==> config.mk <==
export PLATFORM = sky130hd
export DESIGN_NAME = decode_iqueue_flat
export DESIGN_NICKNAME = d
export VERILOG_FILES = /design/src/rtl/decode_iqueue_if.sv /design/src/rtl/decode_iqueue.sv /design/src/flat_wrapper.sv
export SDC_FILE = /design/constraint.sdc
export NUM_CORES = 1
export LEC_CHECK = 0
export CORE_ASPECT_RATIO = 0.6
export CORE_UTILIZATION = 55
export CTS_BUF_LIST = sky130_fd_sc_hd__clkbuf_16
export CTS_CLUSTER_SIZE = 40
export DETAILED_ROUTE_END_ITERATION = 16
export PLACE_DENSITY = 0.8
export SETUP_SLACK_MARGIN = 0.4
export SYNTH_ARGS = -nofsm -noshare
export SYNTH_HDL_FRONTEND = slang
export SYNTH_SLANG_ARGS = --single-unit
export TNS_END_PERCENT = 100
==> constraint.sdc <==
create_clock -name clk_i -period 5.7 [get_ports clk_i]
set_clock_uncertainty 0.1 [all_clocks]
set_input_delay 1.14 -clock clk_i [delete_from_list [all_inputs] [get_ports clk_i]]
set_output_delay 1.14 -clock clk_i [all_outputs]
set_load 0.02 [all_outputs]
==> src/rtl/decode_iqueue_if.sv <==
// Decode-queue handshake bundle: fetch/self-instruction inputs and presented instruction/status outputs.
interface decode_iqueue_if #(
  parameter int INSTR_W = 16,
  parameter int DEPTH   = 4
);
  localparam int CW = $clog2(DEPTH) + 1;

  logic [INSTR_W-1:0] instr_i;
  logic               instr_en_i;
  logic [INSTR_W-1:0] self_instr_i;
  logic               self_instr_en_i;
  logic               stall_i;
  logic               flush_i;
  logic [INSTR_W-1:0] instr_o;
  logic               instr_valid_o;
  logic [CW-1:0]      count_o;
  logic               stall_fetch_o;
  logic               overflow_o;

  modport slave (
    input  instr_i, instr_en_i, self_instr_i, self_instr_en_i, stall_i, flush_i,
    output instr_o, instr_valid_o, count_o, stall_fetch_o, overflow_o
  );

  modport master (
    output instr_i, instr_en_i, self_instr_i, self_instr_en_i, stall_i, flush_i,
    input  instr_o, instr_valid_o, count_o, stall_fetch_o, overflow_o
  );
endinterface

==> src/rtl/decode_iqueue.sv <==
// Decode instruction queue: circular buffer with zero-latency bypass and head insertion of self-instructions.
// Output is combinational; stall_i holds the presented entry, stall_fetch_o throttles fetch one slot early.
module decode_iqueue #(
  parameter int                 INSTR_W   = 16,
  parameter int                 DEPTH     = 4,
  parameter logic [INSTR_W-1:0] NOP_INSTR = INSTR_W'(16'hffff)
) (
  input  logic          clk_i,
  input  logic          rst_i,
  decode_iqueue_if.slave q_if
);
  localparam int AW = $clog2(DEPTH);
  localparam int CW = AW + 1;
  localparam logic [CW-1:0] DEPTH_C = CW'(DEPTH);

  typedef logic [AW-1:0] ptr_t;

  logic [INSTR_W-1:0] mem_q [DEPTH];
  ptr_t               head_q, head_d;
  ptr_t               tail_q, tail_d;
  logic [CW-1:0]      count_q, count_d;
  logic               ovf_q, ovf_d;

  logic               has_entry;
  logic               vld;
  logic [INSTR_W-1:0] instr_pres;
  logic               pop, pop_entry, bypass;
  logic               push_head_req, push_tail_req;
  logic               push_head, push_tail;
  logic [CW-1:0]      cnt_after, free_slots;
  ptr_t               head_pop, head_ins;

  assign has_entry = (count_q != '0);

  always_comb begin
    instr_pres = NOP_INSTR;
    vld        = 1'b0;
    if (has_entry) begin
      instr_pres = mem_q[head_q];
      vld        = 1'b1;
    end else if (q_if.instr_en_i) begin
      instr_pres = q_if.instr_i;
      vld        = 1'b1;
    end
  end

  always_comb begin
    pop           = vld & ~q_if.stall_i & ~q_if.flush_i;
    pop_entry     = pop & has_entry;
    bypass        = pop & ~has_entry;
    push_tail_req = q_if.instr_en_i & ~q_if.flush_i & ~bypass;
    push_head_req = q_if.self_instr_en_i & ~q_if.stall_i & ~q_if.flush_i;

    // Head push claims the last free slot first, so the tail push is the one dropped when full.
    cnt_after  = count_q - CW'(pop_entry);
    free_slots = DEPTH_C - cnt_after;
    push_head  = push_head_req & (free_slots != '0);
    push_tail  = push_tail_req & (free_slots > CW'(push_head));

    head_pop = head_q + ptr_t'(pop_entry);
    head_ins = head_pop - ptr_t'(1);

    head_d  = push_head ? head_ins : head_pop;
    tail_d  = push_tail ? tail_q + ptr_t'(1) : tail_q;
    count_d = cnt_after + CW'(push_head) + CW'(push_tail);
    ovf_d   = ovf_q | (push_head_req & ~push_head) | (push_tail_req & ~push_tail);

    if (q_if.flush_i) begin
      head_d  = '0;
      tail_d  = '0;
      count_d = '0;
    end
  end

  always_ff @(posedge clk_i or negedge rst_i) begin
    if (!rst_i) begin
      head_q  <= '0;
      tail_q  <= '0;
      count_q <= '0;
      ovf_q   <= 1'b0;
    end else begin
      head_q  <= head_d;
      tail_q  <= tail_d;
      count_q <= count_d;
      ovf_q   <= ovf_d;
    end
  end

  // Storage needs no reset; occupancy is tracked solely by count_q.
  always_ff @(posedge clk_i) begin
    if (push_head) mem_q[head_ins] <= q_if.self_instr_i;
    if (push_tail) mem_q[tail_q]   <= q_if.instr_i;
  end

  assign q_if.instr_o       = instr_pres;
  assign q_if.instr_valid_o = vld;
  assign q_if.count_o       = count_q;
  assign q_if.stall_fetch_o = (count_q >= (DEPTH_C - CW'(1)));
  assign q_if.overflow_o    = ovf_q;
endmodule

==> src/flat_wrapper.sv <==
// flat-port wrapper written by rule: the top's interface ports become plain ports
module decode_iqueue_flat 
#(
  parameter int                 INSTR_W   = 16,
  parameter int                 DEPTH     = 4,
  parameter logic [INSTR_W-1:0] NOP_INSTR = INSTR_W'(16'hffff)
)
  (clk_i, rst_i, q_if_instr_i, q_if_instr_en_i, q_if_self_instr_i, q_if_self_instr_en_i, q_if_stall_i, q_if_flush_i, q_if_instr_o, q_if_instr_valid_o, q_if_count_o, q_if_stall_fetch_o, q_if_overflow_o);
  decode_iqueue_if #(.INSTR_W(INSTR_W), .DEPTH(DEPTH)) q_if_i ();
  input  logic clk_i;
  input  logic rst_i;
  input wire logic [$bits(q_if_i.instr_i)-1:0] q_if_instr_i;
  input wire logic [$bits(q_if_i.instr_en_i)-1:0] q_if_instr_en_i;
  input wire logic [$bits(q_if_i.self_instr_i)-1:0] q_if_self_instr_i;
  input wire logic [$bits(q_if_i.self_instr_en_i)-1:0] q_if_self_instr_en_i;
  input wire logic [$bits(q_if_i.stall_i)-1:0] q_if_stall_i;
  input wire logic [$bits(q_if_i.flush_i)-1:0] q_if_flush_i;
  output wire logic [$bits(q_if_i.instr_o)-1:0] q_if_instr_o;
  output wire logic [$bits(q_if_i.instr_valid_o)-1:0] q_if_instr_valid_o;
  output wire logic [$bits(q_if_i.count_o)-1:0] q_if_count_o;
  output wire logic [$bits(q_if_i.stall_fetch_o)-1:0] q_if_stall_fetch_o;
  output wire logic [$bits(q_if_i.overflow_o)-1:0] q_if_overflow_o;
  assign q_if_i.instr_i = q_if_instr_i;
  assign q_if_i.instr_en_i = q_if_instr_en_i;
  assign q_if_i.self_instr_i = q_if_self_instr_i;
  assign q_if_i.self_instr_en_i = q_if_self_instr_en_i;
  assign q_if_i.stall_i = q_if_stall_i;
  assign q_if_i.flush_i = q_if_flush_i;
  assign q_if_instr_o = q_if_i.instr_o;
  assign q_if_instr_valid_o = q_if_i.instr_valid_o;
  assign q_if_count_o = q_if_i.count_o;
  assign q_if_stall_fetch_o = q_if_i.stall_fetch_o;
  assign q_if_overflow_o = q_if_i.overflow_o;
  decode_iqueue #(.INSTR_W(INSTR_W), .DEPTH(DEPTH), .NOP_INSTR(NOP_INSTR)) u_core (.clk_i(clk_i), .rst_i(rst_i), .q_if(q_if_i));
endmodule
-- Word level (Yosys, flattened, before mapping)
Memories as Yosys holds them, arrays and structs flattened.
Cells that the tools add are included.
- flip-flop bits (word level): 8
- bits in latches: 0
- memory bits (writable): 64
- ROM bits: 0
- bits of input ports: 38
- output and inout port bits: 22
- logic and storage cells: 50
- memories: 1
- $add $sub $neg: 7
- multiply operators: 0
- div/mod/pow operators: 0
- magnitude comparators: 2
- eq/ne operators: 0
- shift operators: 0
- multiplexer cells: 13
- bitwise gates (word level): 20
- reduce and logical (&&, ||, !) cells: 3
- memories (name ; words ; width ; read ports ; clocked after memory_dff ; write ports ; line ; RTL):
    u_core.mem_q ; 4 ; 16 ; 1 ; 0 ; 2 ; decode_iqueue.sv:18 ; logic [INSTR_W-1:0] mem_q [DEPTH];
- operators by type and width (kind ; count):
    $mux W16 ; 2
    $and A1 B1 Y1 ; 12
    $mux W2 ; 4
    $add A3 B1 Y3 ; 2
    $mux W1 ; 6
    $not A1 Y1 ; 6
    $reduce_bool A3 Y1 ; 2
    $ge A3 B2 Y1 const B ; 1
    $gt A3 B1 Y1 ; 1
    $mux W3 ; 1
    $sub A3 B1 Y3 ; 1
    $sub A3 B3 Y3 const A ; 1
    $add A2 B1 Y2 ; 1
    $add A2 B1 Y2 const B ; 1
    $or A1 B1 Y1 ; 2
    $reduce_bool A2 Y1 ; 1
    $sub A2 B1 Y2 const B ; 1

-- Logic depth before layout (Yosys ltp)
Gate-level depths: netlist (run 1).
- word-level depth: 14
- gate-level depth with buffers: 15
- mapped depth without buffers: 13

-- Worst setup path before layout (run 1)
No wires, ideal clock.
- kind: input -> register
- start: in q_if_stall_i
- end: mem u_core.mem_q[0][0], enable pin
- setup time: 0.411 ns
- arrival: 4.298 ns
- data required time: 5.189 ns
- slack: 0.890 ns
- stages: 9
- cell sequence: or2_2 nor3_1 ha_1 ha_1 xnor3_1 a221oi_2 a31oi_1 buf_2 o21ai_0
- RTL lines (item ; line ; RTL):
    start: declaration ; flat_wrapper.sv:16 ; input wire logic [$bits(q_if_i.stall_i)-1:0] q_if_stall_i;
    end: declaration ; decode_iqueue.sv:18 ;

==> flow_summary.yaml, run 1 <==
layout:
  layout-drive-gt1-share_pct: 12.5
  nNetsFinal: 503
  fin_cells: 560
  diodes: 0
  fillers: 529
  syn2layout_area_growth_pct: 22.1
worst_setup_path:
  worst-setup-path-type: "in2reg"
  arrival_ns: 4.63
  reg2reg_setup_slack_ns: 1.85
  start_kind: "input port"
  crit_start: "q_if_stall_i"
  cp_slowest_cell: "nor4_4"
  cp_cell_sequence: "clkdlybuf4s50_1, or2_2, nor3_1, ha_1, ha_1, xor3_1, o21ai_2, inv_2, nor4_4, buf_4, o32ai_1"
  r2r-end: "u_core.mem_q[1][15]"
  critical_path.max_fanout: 12
  cp.required_ns: 5.65
  cpPeakStageDelay_ns: 0.57
  reg2reg_depth: 10
  critPathCapture: "u_core.mem_q[1][15]"
  endpoint_kind: "flop"
  r2r_start: "u_core.q_if.count_o[0]"
  cp_common_cell: "ha_1"
cts:
  post_cts_buffers: 0
  cts.clk_slew.worst_paths_ns: 0.06
  cts.repair.resized: 0
  postCtsHoldBufs: 0
  cts_max_path_buffers: 2
  clk_latency_ns: 0.33
  htree_levels: 3
  cts_tree: "built"
  numClockSinks: 72
  cts-root-buf: "clkbuf_16"
  cts_buffers: 9
power_and_ir_drop:
  p_per_area_mw_per_mm2: 447
  power_frac_clock_pct: 24.7
  irDropWorstVdd_uv: 289
  intPower_mw: 1.52
  p_seq_share_pct: 31.2
  swShare_pct: 37.1
  power_switching_mw: 0.897
  leakage_nw: 1.95
  combPwrFrac_pct: 44.1
timing:
  period_needed_ns: 4.68
  finalHoldViolCount: 0
  whs_ns: 0.402
  slew_headroom_pct: 21.0
  rsz0062_at_grt: "false"
  setup_viol: 0
  fmax_mhz: 214
  tns_ns: 0
  fin_crit_sh_pct: 82.1
  drv_slew: 0
  tightest_slew_ns: 1.18
run:
  cap_violations: 0
synthesis:
  synth_area_mm2: 0.00443
  yosysTopAreaCell: "edfxtp_1"
  synth-xor-area-share_pct: 1.64
  synth-simple-area-share_pct: 12.2
  synth_enable_flop_cells: 64
  synth.most_common_cell: "nand2_1"
  synth_ff_type: "edfxtp_1"
  synth.yosys.seq_area_share_pct: 47.9
  synth_seq_cells: 72
  synth_fa_ha_area_share_pct: 4.12
  synth_common_cells: "71 x nand2_1, 64 x edfxtp_1, 64 x o32ai_1, 47 x inv_1, 24 x clkbuf_1"
  synth_top_family_by_area: "compound AO/OA/AOI/OAI gates"
  ys_async_sr_fraction_pct: 11.1
  ys_top_cells_by_area: "edfxtp_1 43%, o32ai_1 13%, mux4_2 8.1%"
  syn_nets: 458
  synth_compound_area_share_pct: 17.3
  synthDistinctLibCells: 42
  yosys-mux-area-fraction_pct: 8.61
  synth_top_cell_area_share_pct: 43.4
  synth_area_per_cell_um2: 10.9
  syn_inst: 406
  yosysWarningCount: 0
placement:
  placed_cells: 544
  gp_congestion: 0.940
  portBuffers: 59
  dp_hpwl_um: 7810
routing:
  drcViolationCount: 0
  firstDrtPassIters: 5
  via_per_inst: 6.65
  drt_first_iter_violations: 517
  postRouteAntennaNets: 0
  finalWirelength_um: 12300
  vias: 3723
  wl_per_cell_um: 21.9
global_route:
  track_usage_pct: 31.3
  grt_pass1_vias: 3615
  grt_max_degree: 38
  grt_pass1_wl_um: 19500
  overflow: 0
  antenna_found_initial: 0
floorplanning:
  top_level_ports: 60
  core_area_mm2: 0.00754
  floorplan.initialDensity_pct: 58.8
  die_area_mm2: 0.00843
  rows: 24
  dieWidth_um: 118
  die_h_um: 71.5
status:
  outcome: "completed"
min_path:
  hold_class: "reg2reg"
## critical path, delay by kind of cell
kind / cells / cell delay (ns)
buffers and inverters: 3 / 0.98
AOI/OAI and AO/OA: 2 / 0.36
adders and majority gates: 2 / 0.56
and+or+nand+nor: 3 / 1.15
xor gates and xnor gates: 1 / 0.41
## layer usage
layer | track usage (%) | wire, µm | vias to the layer above
met3 | 9.08 | 1540 | 33
met2 | 49.0 | 5640 | 296
met1 | 41.6 | 4840 | 1764
li1 | - | - | 1630
met5 | 0 | 0 | -
met4 | 12.7 | 236 | 0
## registers in the layout, indices dropped and copies added, names as in the netlist
signal and count:
u_core.mem_q 64, u_core.head_q 2, u_core.q_if.overflow_o 1, u_core.tail_q 2, u_core.q_if.count_o 3
## through the flow
stage / instance area [µm²] / util, % / setup slack (ns) / total power, mW
2_1_floorplan: 4430 / - / 0.890 / 1.43
3_3_place_gp: 5090 / 67.5 / 0.955 / 1.78
3_5_place_dp: 5090 / 67.5 / 0.758 / 1.81
4_1_cts: 5410 / 71.8 / 1.10 / 2.41
5_1_grt: 5410 / 71.8 / 0.897 / 2.53
6_report: 5410 / 71.8 / 1.02 / 2.42
## power groups by stage
stage / clock network (mW) / logic [mW] / registers, mW
2_1_floorplan: 0 / 0.703 / 0.729
4_1_cts: 0.602 / 1.05 / 0.753
3_3_place_gp: 0 / 1.02 / 0.757
6_report: 0.597 / 1.07 / 0.753
5_1_grt: 0.622 / 1.15 / 0.765
3_5_place_dp: 0 / 1.05 / 0.764
## how the worst min path moves through the flow
| stage | from | slack, ns | to | cells after the start |
|---|---|---|---|---|
| CTS | u_core.q_if.overflow_o | 0.40 | u_core.q_if.overflow_o | 1 |
| finish | u_core.q_if.overflow_o | 0.40 | u_core.q_if.overflow_o | 1 |
| global route | u_core.q_if.overflow_o | 0.43 | u_core.q_if.overflow_o | 1 |
| global placement | u_core.q_if.overflow_o | 0.40 | u_core.q_if.overflow_o | 1 |
| detailed placement | u_core.q_if.overflow_o | 0.39 | u_core.q_if.overflow_o | 1 |
| floorplan | u_core.tail_q[0] | 0.40 | u_core.tail_q[0] | 1 |
## cell type report
class	instances	area (µm²)	area share, %
Tap cell	104	130	2.40
Clock inverter	7	96.3	1.78
Sequential cell	72	2120	39.2
Multi-Input combinational cell	247	1960	36.3
Inverter	48	180	3.33
Timing Repair Buffer	73	696	12.9
Clock buffer	9	225	4.16
## cell usage in the layout (no fill, tap or decap), drive strengths merged, types with 5 or more instances in the layout
cell and count:
edfxtp 64, a31oi 17, nor4 5, nor2 22, inv 48, clkdlybuf4s50 59, o32ai 64, o21ai 7
buf 14, clkbuf 9, nand2 71, ha 13, mux4 16, dfrtp 8
## cells by family (layout without fill, tap and decap cells)
kind of cell	Yosys count	after routing
fa+ha+maj	14	14
compound gates	95	95
buf+inv	87	137
simple gates	115	115
flops	72	72
mux	18	18
xor+xnor	5	5
Note: power is estimated with default switching activity, not from simulation.
==> run 2: changes to the inputs <==
==> constraint.sdc (replaced) <==
create_clock -name clk_i -period 4.7 [get_ports clk_i]
set_clock_uncertainty 0.1 [all_clocks]
set_input_delay 0.94 -clock clk_i [delete_from_list [all_inputs] [get_ports clk_i]]
set_output_delay 0.94 -clock clk_i [all_outputs]
set_load 0.02 [all_outputs]
==> run 2 against run 1 <==
Global-route usage increased by 0.32 points. Largest power group unchanged. Sequential share of layout area down 0.39 points. Non-clock buffer count grew 7. Critical endpoint is now u_core.mem_q[3][2]. Setup slack worse by 0.52 ns.
==> flow_summary.yaml, run 2 (same netlist as run 1, synthesis figures left out) <==
cts:
  clk_latency_ns: 0.34
  numClockSinks: 72
  post_cts_buffers: 0
  cts_max_path_buffers: 2
  postCtsHoldBufs: 0
  cts-root-buf: "clkbuf_16"
  cts_tree: "built"
  htree_levels: 3
  cts_buffers: 9
  cts.repair.resized: 0
  cts.clk_slew.worst_paths_ns: 0.06
timing:
  period_needed_ns: 4.20
  rsz0062_at_grt: "true"
  tightest_slew_ns: 0.919
  tns_ns: 0
  fmax_mhz: 238
  setup_viol: 0
  finalHoldViolCount: 0
  slew_headroom_pct: 38.7
  drv_slew: 0
  fin_crit_sh_pct: 89.4
placement:
  dp_hpwl_um: 8090
  portBuffers: 59
  gp_congestion: 0.932
floorplanning:
  die_area_mm2: 0.00843
  die_h_um: 71.5
  top_level_ports: 60
  floorplan.initialDensity_pct: 58.8
  core_area_mm2: 0.00754
  rows: 24
  dieWidth_um: 118
layout:
  final_common_cell: "nand2_1"
  utilization_pct: 72.5
  top_register: "u_core.mem_q"
  syn2layout_area_growth_pct: 23.4
  diodes: 0
  final_cell_mix: "71 x nand2_1, 64 x o32ai_1, 64 x edfxtp_1, 59 x clkdlybuf4s50_1, 48 x inv_1"
  largest_reg_flops: 64
  nNetsFinal: 510
  layout-drive-gt1-share_pct: 13.8
global_route:
  overflow: 0
  grt_pass1_wl_um: 19800
  grt_max_degree: 35
  track_usage_pct: 31.6
  grt_pass1_vias: 3713
  antenna_found_initial: 0
routing:
  wl_per_cell_um: 21.9
  drcViolationCount: 0
  drt_first_iter_violations: 585
  postRouteAntennaNets: 0
  finalWirelength_um: 12400
  firstDrtPassIters: 5
  via_per_inst: 6.61
  vias: 3747
worst_setup_path:
  cp.required_ns: 4.67
  critical_path.max_fanout: 12
  endpoint_kind: "flop"
  crit_start: "q_if_stall_i"
  start_kind: "input port"
  crit_buf_inv: 4
  arrival_ns: 4.17
  cp_slowest_cell: "clkdlybuf4s50_1"
  worst-setup-path-type: "in2reg"
  cpLargestDelayFamily: "simple AND/OR/NAND/NOR gates"
  cpPeakStageDelay_ns: 0.51
  r2r_start: "u_core.q_if.count_o[0]"
  cp_cell_sequence: "clkdlybuf4s50_1, or2_2, nor3_1, nand2b_1, inv_1, ha_1, xor3_1, o21ai_2, inv_2, nor4_2, buf_4, o32ai_1"
power_and_ir_drop:
  p_total_mw: 2.88
  leakage_nw: 1.97
  p_per_area_mw_per_mm2: 527
  irDropWorstVdd_uv: 354
min_path:
  hp-start: "u_core.q_if.overflow_o"
  hold_class: "reg2reg"
run:
  cap_violations: 0
status:
  outcome: "completed"
-- run 2: cell count changes in the layout (fill, tap and decap cells not counted), sizes merged --
cell      delta
buf          +7
bufinv       -2
clkinv       -2
inv          +2
clkinvlp     +2
-- run 2: report_power, final --
| group | internal [mW] | switching [mW] | total [mW] |
|---|---|---|---|
| clock | 0.356 | 0.271 | 0.627 |
| sequential | 0.829 | 0.0584 | 0.887 |
| combinational | 0.581 | 0.785 | 1.37 |
-- run 2: through the flow --
stage / instances / hold WS [ns] / cell area [µm²] / setup slack (ns)
6_report: 567 / 0.393 / 5470 / 0.496
4_1_cts: 567 / 0.384 / 5470 / 0.556
5_1_grt: 567 / 0.412 / 5470 / 0.398
2_1_floorplan: 406 / 0.400 / 4430 / 0.0904
3_3_place_gp: 551 / 0.387 / 5190 / 0.418
3_5_place_dp: 551 / 0.377 / 5190 / 0.205
-- run 2: cell type report --
class,instances,area (µm²)
tap,104,130
clock buffer,9,225
clock inverter,7,47.5
fill,540,2070
inverter,48,180
timing repair buffer,80,798
multi-input combinational,247,1960
sequential,72,2120
-- run 2: worst reg2reg max path: stages, from the launching register on --
cell and delay (ns):
dfrtp_1 0.47, or2_2 0.36, nor3_1 0.22, nand2b_1 0.22, inv_1 0.09, ha_1 0.26, xor3_1 0.41, o21ai_2 0.23
inv_2 0.20, nor4_2 0.37, buf_4 0.26, o32ai_1 0.11
-- run 2: final timing paths --
kind	slack (ns)	end	cells after the start
setup / recovery	0.50	u_core.mem_q[3][2]	12
hold / removal	0.39	u_core.q_if.overflow_o	1
setup reg to reg	1.13	u_core.mem_q[3][2]	11
hold reg to reg	0.39	u_core.q_if.overflow_o	1
max in group asynchronous	3.45	u_core.q_if.overflow_o	1
min in group asynchronous	0.78	u_core.tail_q[1]	1
-- run 2: layer usage --
layer / vias up / part of all wire, % / wire length [µm] / global-route usage, %
met2: 266 / 48 / 5960 / 52.0
met3: 35 / 11 / 1390 / 7.56
met4: 0 / 1.8 / 223 / 11.5
met5: - / 0 / 0 / 0
li1: 1636 / - / - / -
met1: 1810 / 39 / 4860 / 41.5
